===== src/rtl/mips_dbg_pkg.sv =====
// Shared types and constants for the board-side debug/stepping logic
// in front of the single-cycle MIPS core.
package mips_dbg_pkg;

    typedef enum logic {
        MODE_STEP = 1'b0,
        MODE_RUN  = 1'b1
    } step_mode_e;

    localparam int STEP_CNT_W          = 16;
    localparam int RATE_W              = 3;
    localparam int DEF_DEBOUNCE_CYCLES = 500000;
    localparam int DEF_RUN_DIV         = 1048576;

endpackage


===== src/rtl/key_debounce.sv =====
// Two-flop synchronizer plus stability counter for one active-low key;
// emits a one-cycle press strobe on each debounced 1->0 transition.
module key_debounce
    import mips_dbg_pkg::*;
#(
    parameter int DEBOUNCE_CYCLES = DEF_DEBOUNCE_CYCLES
) (
    input  logic clk,
    input  logic reset_n,
    input  logic key_n,
    output logic key_db,
    output logic press
);

    localparam int CW = $clog2(DEBOUNCE_CYCLES) + 1;
    localparam logic [CW-1:0] LAST = CW'(DEBOUNCE_CYCLES - 1);

    logic          sync1;
    logic          sync2;
    logic [CW-1:0] cnt;

    always_ff @(posedge clk or negedge reset_n) begin
        if (!reset_n) begin
            sync1  <= 1'b1;
            sync2  <= 1'b1;
            key_db <= 1'b1;
            cnt    <= '0;
            press  <= 1'b0;
        end else begin
            sync1 <= key_n;
            sync2 <= sync1;
            press <= 1'b0;
            if (sync2 == key_db) begin
                cnt <= '0;
            end else if (cnt == LAST) begin
                // accept the new level; only the falling edge is an event
                key_db <= sync2;
                cnt    <= '0;
                press  <= ~sync2;
            end else begin
                cnt <= cnt + CW'(1);
            end
        end
    end

endmodule


===== src/rtl/mips_step_ctrl.sv =====
// Step/run controller: turns debounced keys into single-cycle clock
// enables for the core, with a rate-selectable free-run prescaler.
module mips_step_ctrl
    import mips_dbg_pkg::*;
#(
    parameter int DEBOUNCE_CYCLES = DEF_DEBOUNCE_CYCLES,
    parameter int RUN_DIV         = DEF_RUN_DIV
) (
    input  logic                  clk,
    input  logic                  reset_n,
    input  logic                  key_step_n,
    input  logic                  key_run_n,
    input  logic [RATE_W-1:0]     sw_rate,
    output logic                  step_pulse,
    output logic                  run_mode,
    output logic [STEP_CNT_W-1:0] step_count,
    output logic                  key_step_db,
    output logic                  key_run_db
);

    // wide enough for RUN_DIV shifted by the largest rate select
    localparam int PW = $clog2(RUN_DIV) + (1 << RATE_W) + 1;

    step_mode_e    state;
    step_mode_e    state_d;
    logic [PW-1:0] presc;
    logic [PW-1:0] presc_d;
    logic [PW-1:0] period;
    logic          pulse_d;
    logic          step_press;
    logic          run_press;

    key_debounce #(
        .DEBOUNCE_CYCLES(DEBOUNCE_CYCLES)
    ) u_db_step (
        .clk    (clk),
        .reset_n(reset_n),
        .key_n  (key_step_n),
        .key_db (key_step_db),
        .press  (step_press)
    );

    key_debounce #(
        .DEBOUNCE_CYCLES(DEBOUNCE_CYCLES)
    ) u_db_run (
        .clk    (clk),
        .reset_n(reset_n),
        .key_n  (key_run_n),
        .key_db (key_run_db),
        .press  (run_press)
    );

    always_comb begin
        period  = PW'(RUN_DIV) << sw_rate;
        state_d = state;
        presc_d = '0;
        pulse_d = 1'b0;
        unique case (state)
            MODE_STEP: begin
                // a mode toggle swallows a coincident step press
                if (run_press) state_d = MODE_RUN;
                else           pulse_d = step_press;
            end
            MODE_RUN: begin
                if (run_press) begin
                    state_d = MODE_STEP;
                end else if (presc >= period - PW'(1)) begin
                    pulse_d = 1'b1;
                end else begin
                    presc_d = presc + PW'(1);
                end
            end
            default: state_d = MODE_STEP;
        endcase
    end

    always_ff @(posedge clk or negedge reset_n) begin
        if (!reset_n) begin
            state      <= MODE_STEP;
            presc      <= '0;
            step_pulse <= 1'b0;
            run_mode   <= 1'b0;
            step_count <= '0;
        end else begin
            state      <= state_d;
            presc      <= presc_d;
            step_pulse <= pulse_d;
            run_mode   <= (state_d == MODE_RUN);
            step_count <= step_count + STEP_CNT_W'(pulse_d);
        end
    end

endmodule

===== config.mk =====
export PLATFORM = sky130hd
export DESIGN_NAME = mips_step_ctrl
export DESIGN_NICKNAME = d
export VERILOG_FILES = /design/src/rtl/mips_dbg_pkg.sv /design/src/rtl/key_debounce.sv /design/src/rtl/mips_step_ctrl.sv
export SDC_FILE = /design/constraint.sdc
export NUM_CORES = 1
export LEC_CHECK = 0
export ABC_CLOCK_PERIOD_IN_PS = 3900
export CORE_MARGIN = 1
export CORE_UTILIZATION = 40
export CTS_CLUSTER_DIAMETER = 150
export CTS_CLUSTER_SIZE = 25
export DETAILED_ROUTE_END_ITERATION = 8
export GPL_TIMING_DRIVEN = 1
export PLACE_DENSITY_LB_ADDON = 0.25
export SYNTH_ARGS = -nofsm -noshare
export SYNTH_HDL_FRONTEND = slang
export SYNTH_SLANG_ARGS = --single-unit

===== constraint.sdc =====
create_clock -name clk -period 3.9 [get_ports clk]
set_clock_uncertainty 0.2 [all_clocks]
set_input_delay 0.78 -clock clk [delete_from_list [all_inputs] [get_ports clk]]
set_output_delay 0.78 -clock clk [all_outputs]
set_load 0.03 [all_outputs]

# ---- After elaboration in Yosys (flattened, before gate mapping)
# Index checks and enable logic that the tools add are counted.
dict set report totals {
  mem_bits_rw 0
  output_inout_bits 20
  regBits 95
  mem_bits_ro 0
  memories 0
  inputBits 7
  latch_bits 0
  word_cells 50
}
dict set report op_classes {
  multipliers 0
  bitwise_logic 5
  n_addsub 5
  order_cmp 1
  n_mux 18
  eq_ne 4
  shift 1
  n_reduce_logical 2
  n_div 0
}
# operator count
set ops {}
lappend ops {{29-bit 2-to-1 mux} 3}
lappend ops {{20-bit 2-to-1 mux} 4}
lappend ops {{20-bit by 1-bit adder with 20-bit output, second input constant} 2}
lappend ops {{20-bit by 19-bit equality test with 1-bit output, second input constant} 2}
lappend ops {{29-bit by 1-bit adder with 29-bit output, second input constant} 1}
lappend ops {{29-bit >= comparator} 1}
lappend ops {{21-bit by 3-bit << shifter with 29-bit output, first input constant} 1}
lappend ops {{29-bit by 1-bit subtractor with 29-bit output, second input constant} 1}
lappend ops {{16-bit by 1-bit adder with 16-bit output} 1}
lappend ops {{1-bit 2-to-1 mux} 9}
lappend ops {{1-bit inverter} 5}
lappend ops {{1-bit case mux with 2 select lines} 2}
lappend ops {{2-bit AND reduction} 2}
lappend ops {{1-bit equality test} 2}

# ---- Logic depth before layout (Yosys ltp)
# Gate-level depths: netlist (run 1).
dict set report logic_depth {
  depth_word 7
  mapped_depth 11
  ltp_nobuf 11
}

# ---- Modules after synthesis
# Synthesis (run 1) repeated with hierarchy kept, for this count alone.
dict set report hier_totals {
  cells_unflattened 467
  hier_area_um2 4823.4
}
# mod area_per_inst_um2 n_inst seq_area_each_um2 cells_per_inst
set by_module_without_submodules {}
lappend by_module_without_submodules {mips_step_ctrl 2428.6 1 1176.1 241}
lappend by_module_without_submodules {key_debounce 1197.4 2 604.3 113}

# ---- Worst setup path before layout (run 1)
# No wires, ideal clock.
dict set report synth_timing {
  path_type {in2reg}
  start {input port sw_rate[0]}
  end {register step_count[6]}
  setup_slack_ns 0.673
  stages 11
  setup_ns 0.133
  arrival_time_ns 2.894
  required_time_ns 3.567
  path_buffers 0
  path_cell_list {o21ai_0 ha_1 nand4_2 nor4b_4 a21oi_1 a211oi_1 ha_1 ha_1 and3_1 nand3_1 xnor2_1}
}
dict set report synth_via {
  elab_chain_len 7
}
# element line
set synth_rtl {}
lappend synth_rtl {{from (decl)} mips_step_ctrl.sv:13} ;# input logic [RATE_W-1:0] sw_rate,
lappend synth_rtl {{21-bit by 3-bit << shifter with 29-bit output} mips_step_ctrl.sv:54} ;# period = PW'(RUN_DIV) << sw_rate;
lappend synth_rtl {{29-bit by 1-bit subtractor with 29-bit output} mips_step_ctrl.sv:67} ;# end else if (presc >= period - PW'(1)) begin
lappend synth_rtl {{29-bit >= comparator} mips_step_ctrl.sv:67}
lappend synth_rtl {{1-bit 2-to-1 mux} mips_step_ctrl.sv:67}
lappend synth_rtl {{1-bit 2-to-1 mux} mips_step_ctrl.sv:65} ;# if (run_press) begin
lappend synth_rtl {{1-bit case mux with 2 select lines} mips_step_ctrl.sv:58} ;# unique case (state)
lappend synth_rtl {{named net pulse_d} mips_step_ctrl.sv:29} ;# logic pulse_d;
lappend synth_rtl {{16-bit by 1-bit adder with 16-bit output} mips_step_ctrl.sv:89} ;# step_count <= step_count + STEP_CNT_W'(pulse_d);
lappend synth_rtl {{to (signal assigned)} mips_step_ctrl.sv:89}
lappend synth_rtl {{to (decl)} mips_step_ctrl.sv:16} ;# output logic [STEP_CNT_W-1:0] step_count,
# The timed path passes the listed nets, and every way through them passes these cells.
# A chain may end at the register's enable or synchronous reset.

# ---- Final worst setup path (run 1)
dict set report layout_timing {
  start {input port sw_rate[2]}
  end {register step_count[15]}
}
# The elaborated chain is that of the path after synthesis.

==> out/metrics.cfg, run 1 <==
[run_status]
outcome=finished, final reports clean

[hold_path]
hp-class=flip-flop to flip-flop
holdPathStages=0
hp-start=u_db_step.sync1

[yosys]
synth_area_leaders=dfrtp_1 (48%), xnor2_1 (9.3%), nor2_1 (6.6%), xor2_1 (4.7%), ha_1 (3.5%)
synth_warnings=0
ys_seq_area_frac=0.515
synth_edf_count=0
synth_area_um2=4630
synth_top_area_share=0.481
synth_cells=448
yosys.area.top_type=dfrtp_1
syn_nets=468
yosysMostFrequentCell=dfrtp_1
ys_types=43
syn_avg_cell_area_um2=10.3
ys.flop_type=dfrtp_1
yosys-top-cells-count=dfrtp_1 (89), nor2_1 (81), xnor2_1 (49)
synth-seq-cells=95
synthArstFlopShare=1.00

[timing]
hold_viol=0
fmax_mhz=286
worst-slew-pin-transition_ns=0.778
slew_headroom=0.482
setup_viol=0
finalSetupTns_ns=0
slew_violations=0
rsz0062_at_grt=false
period_needed_ns=3.50
period_share=0.896

[global_route]
grt_pass1_vias=3152
grt_start_max_net_pins=64
overflow=0
grt_use_total=0.155
grt_pass1_wl_um=14400
antenna_found_initial=0

[floorplan]
fp.dieH_um=110
coreArea_um2=11100
num_rows=38
fp.dieW_um=110
start_util=0.418
io_pins=27
die_area_um2=12000

[setup_path]
critPathLaunchType=primary input
r2r_start=presc[24]
arrival_ns=3.53
r2r_cells=10
end_kind=flip-flop
cp.required_ns=3.93
crit_type=primary input to flip-flop
critical_path.max_fanout=7
crit_path_start=sw_rate[2]

[pwr]
p_per_area_nw_per_um2=382
seqPwrFrac=0.487
p_sw_uw=417
clkPwrFrac=0.488
power.leakage_nw=2.22
switching_share=0.203
comb_power_share=0.025
power_mw=2.06
p_int_mw=1.64
vdd_drop_max_uv=311

[route]
drtIter0Drc=182
ant_nets=0
drc_errors=0
vias_per_cell=5.04
drt-total-wl_um=8190
route.vias.total=3158
wl_per_cell_um=13.1
drt_first_pass_iters=4

[clocking]
post_cts_resized=0
cts-buffers-inserted=9
cts-root-buf=clkbuf_16
clk_transition_reported_paths_ns=0.07
worstSkewPairLatency_ns=0.34
max-clock-path-buffers=2
cts_tree=done
cts_htree_levels=3
cts_setup_buffers=0
clock_sinks=95
hold_buffers=0

[placement]
portBuffers=26
dpl-instance-area_um2=5030
routabilityCongestion=0.750
hpwl_um=5640

[cells_and_area]
drive_gt1_frac=0.0905
fin_area_um2=5370
fin_util=0.485
diodes=0
area_delta_synth_final_pct=16.1
layout.nets=501

[job]
drv_cap=0

## cell usage in the layout (no fill, tap or decap), drive strengths merged, types with 3 or more instances in the layout
cell	synthesis	routed
nand4	20	20
clkbuf	1	9
nor2	84	84
buf	8	6
or3	5	5
nor4b	3	3
a21oi	9	9
bufinv	0	3
nand2	34	34
and4	5	5
inv	8	9
xnor2	49	49
nor4	9	9
ha	13	13
nand3	28	28
and3	14	14
xor2	25	25
dfstp	6	6
and2	6	6
nor3	13	13
dfrtp	89	89
o21ai	5	5
clkdlybuf4s50	0	25
## critical path, stage by stage
cell and delay, ns:
clkdlybuf4s50_1 0.57, o21ai_0 0.13, ha_1 0.34, nand4_2 0.15, nor4b_4 0.33, a21oi_1 0.10, a211oi_1 0.23, buf_4 0.15
ha_1 0.17, and3_1 0.27, nand4_1 0.14, xnor2_1 0.14
## worst paths after layout
check / to / slack, ns
setup / recovery: step_count[15] / 0.40
hold / removal: u_db_step.sync2 / 0.16
setup reg to reg: step_count[15] / 1.08
hold reg to reg: u_db_step.sync2 / 0.16
max in group asynchronous: step_count[6] / 2.43
min in group asynchronous: u_db_run.cnt[11] / 0.31
## metrics by stage
step / cells / hold slack (ns) / setup slack [ns]
floorplan: 448 / 0.145 / 0.673
global placement: 610 / 0.146 / 0.0917
detailed placement: 610 / 0.147 / 0.0499
CTS: 626 / 0.157 / 0.391
global route: 626 / 0.160 / 0.134
finish: 626 / 0.156 / 0.404
## power by group through the flow
stage / clock, mW / combinational, mW / sequential (mW)
final: 1.00 / 0.0509 / 1.00
after global routing: 1.07 / 0.0601 / 1.00
after CTS: 1.03 / 0.0532 / 1.00
after detailed placement: 0 / 0.0533 / 1.02
after global placement: 0 / 0.0515 / 1.02
after floorplan: 0 / 0.0198 / 1.02
## cell families after synthesis
family / count (synthesis) / share of synthesized area
AND/OR/NAND/NOR: 226 / 0.254
flip-flops: 95 / 0.515
XOR/XNOR: 74 / 0.140
AO/OA/AOI/OAI: 20 / 0.0254
buffers and inverters: 17 / 0.0246
adder cells (fa/ha/maj): 13 / 0.0351
multiplexers: 2 / 0.00486
other: 1 / 0.000810
## per-layer routing
layer / vias to the layer above / part of all wire / routed length (µm) / track usage
met5: - / 0 / 0 / 0
met4: 0 / 0.013 / 108 / 0.0514
met3: 8 / 0.026 / 212 / 0.0391
met2: 37 / 0.46 / 3770 / 0.243
met1: 1520 / 0.50 / 4100 / 0.208
li1: 1593 / - / - / -
## cell type report
cell class / count / area [µm²]
clock inverter: 7 / 120
timing repair buffer: 31 / 308
sequential: 95 / 2380
fill: 1047 / 5700
multi-input combinational: 336 / 2130
tap: 140 / 175
clock buffer: 9 / 225
inverter: 8 / 30.0
## sequential cells by signal, summed over array words and instances, names as in the netlist
register,cells
step_count,16
u_db_run.press,1
step_pulse,1
u_db_run.sync1,1
u_db_step.key_db,1
presc,29
u_db_run.key_db,1
state,1
u_db_step.cnt,20
u_db_step.press,1
u_db_run.sync2,1
u_db_step.sync2,1
u_db_step.sync1,1
u_db_run.cnt,20
(Power assumes the default switching activity.)
==> run 2, diff against run 1 <==
--- a/config.mk
+++ b/config.mk
@@ -9,7 +9,7 @@
 export CORE_MARGIN = 1
 export CORE_UTILIZATION = 40
 export CTS_CLUSTER_DIAMETER = 150
-export CTS_CLUSTER_SIZE = 25
+export CTS_CLUSTER_SIZE = 24
 export DETAILED_ROUTE_END_ITERATION = 8
 export GPL_TIMING_DRIVEN = 1
 export PLACE_DENSITY_LB_ADDON = 0.25
==> results of run 2 <==
No change in the layout: final DEF, timing and power equal those of run 1.
==> run 3, diff against run 2 <==
--- a/config.mk
+++ b/config.mk
@@ -6,12 +6,10 @@
 export NUM_CORES = 1
 export LEC_CHECK = 0
 export ABC_CLOCK_PERIOD_IN_PS = 3900
-export CORE_MARGIN = 1
 export CORE_UTILIZATION = 40
 export CTS_CLUSTER_DIAMETER = 150
 export CTS_CLUSTER_SIZE = 24
 export DETAILED_ROUTE_END_ITERATION = 8
-export GPL_TIMING_DRIVEN = 1
 export PLACE_DENSITY_LB_ADDON = 0.25
 export SYNTH_ARGS = -nofsm -noshare
 export SYNTH_HDL_FRONTEND = slang
==> results of run 3 <==
No change in the layout: final DEF, timing and power equal those of run 1.
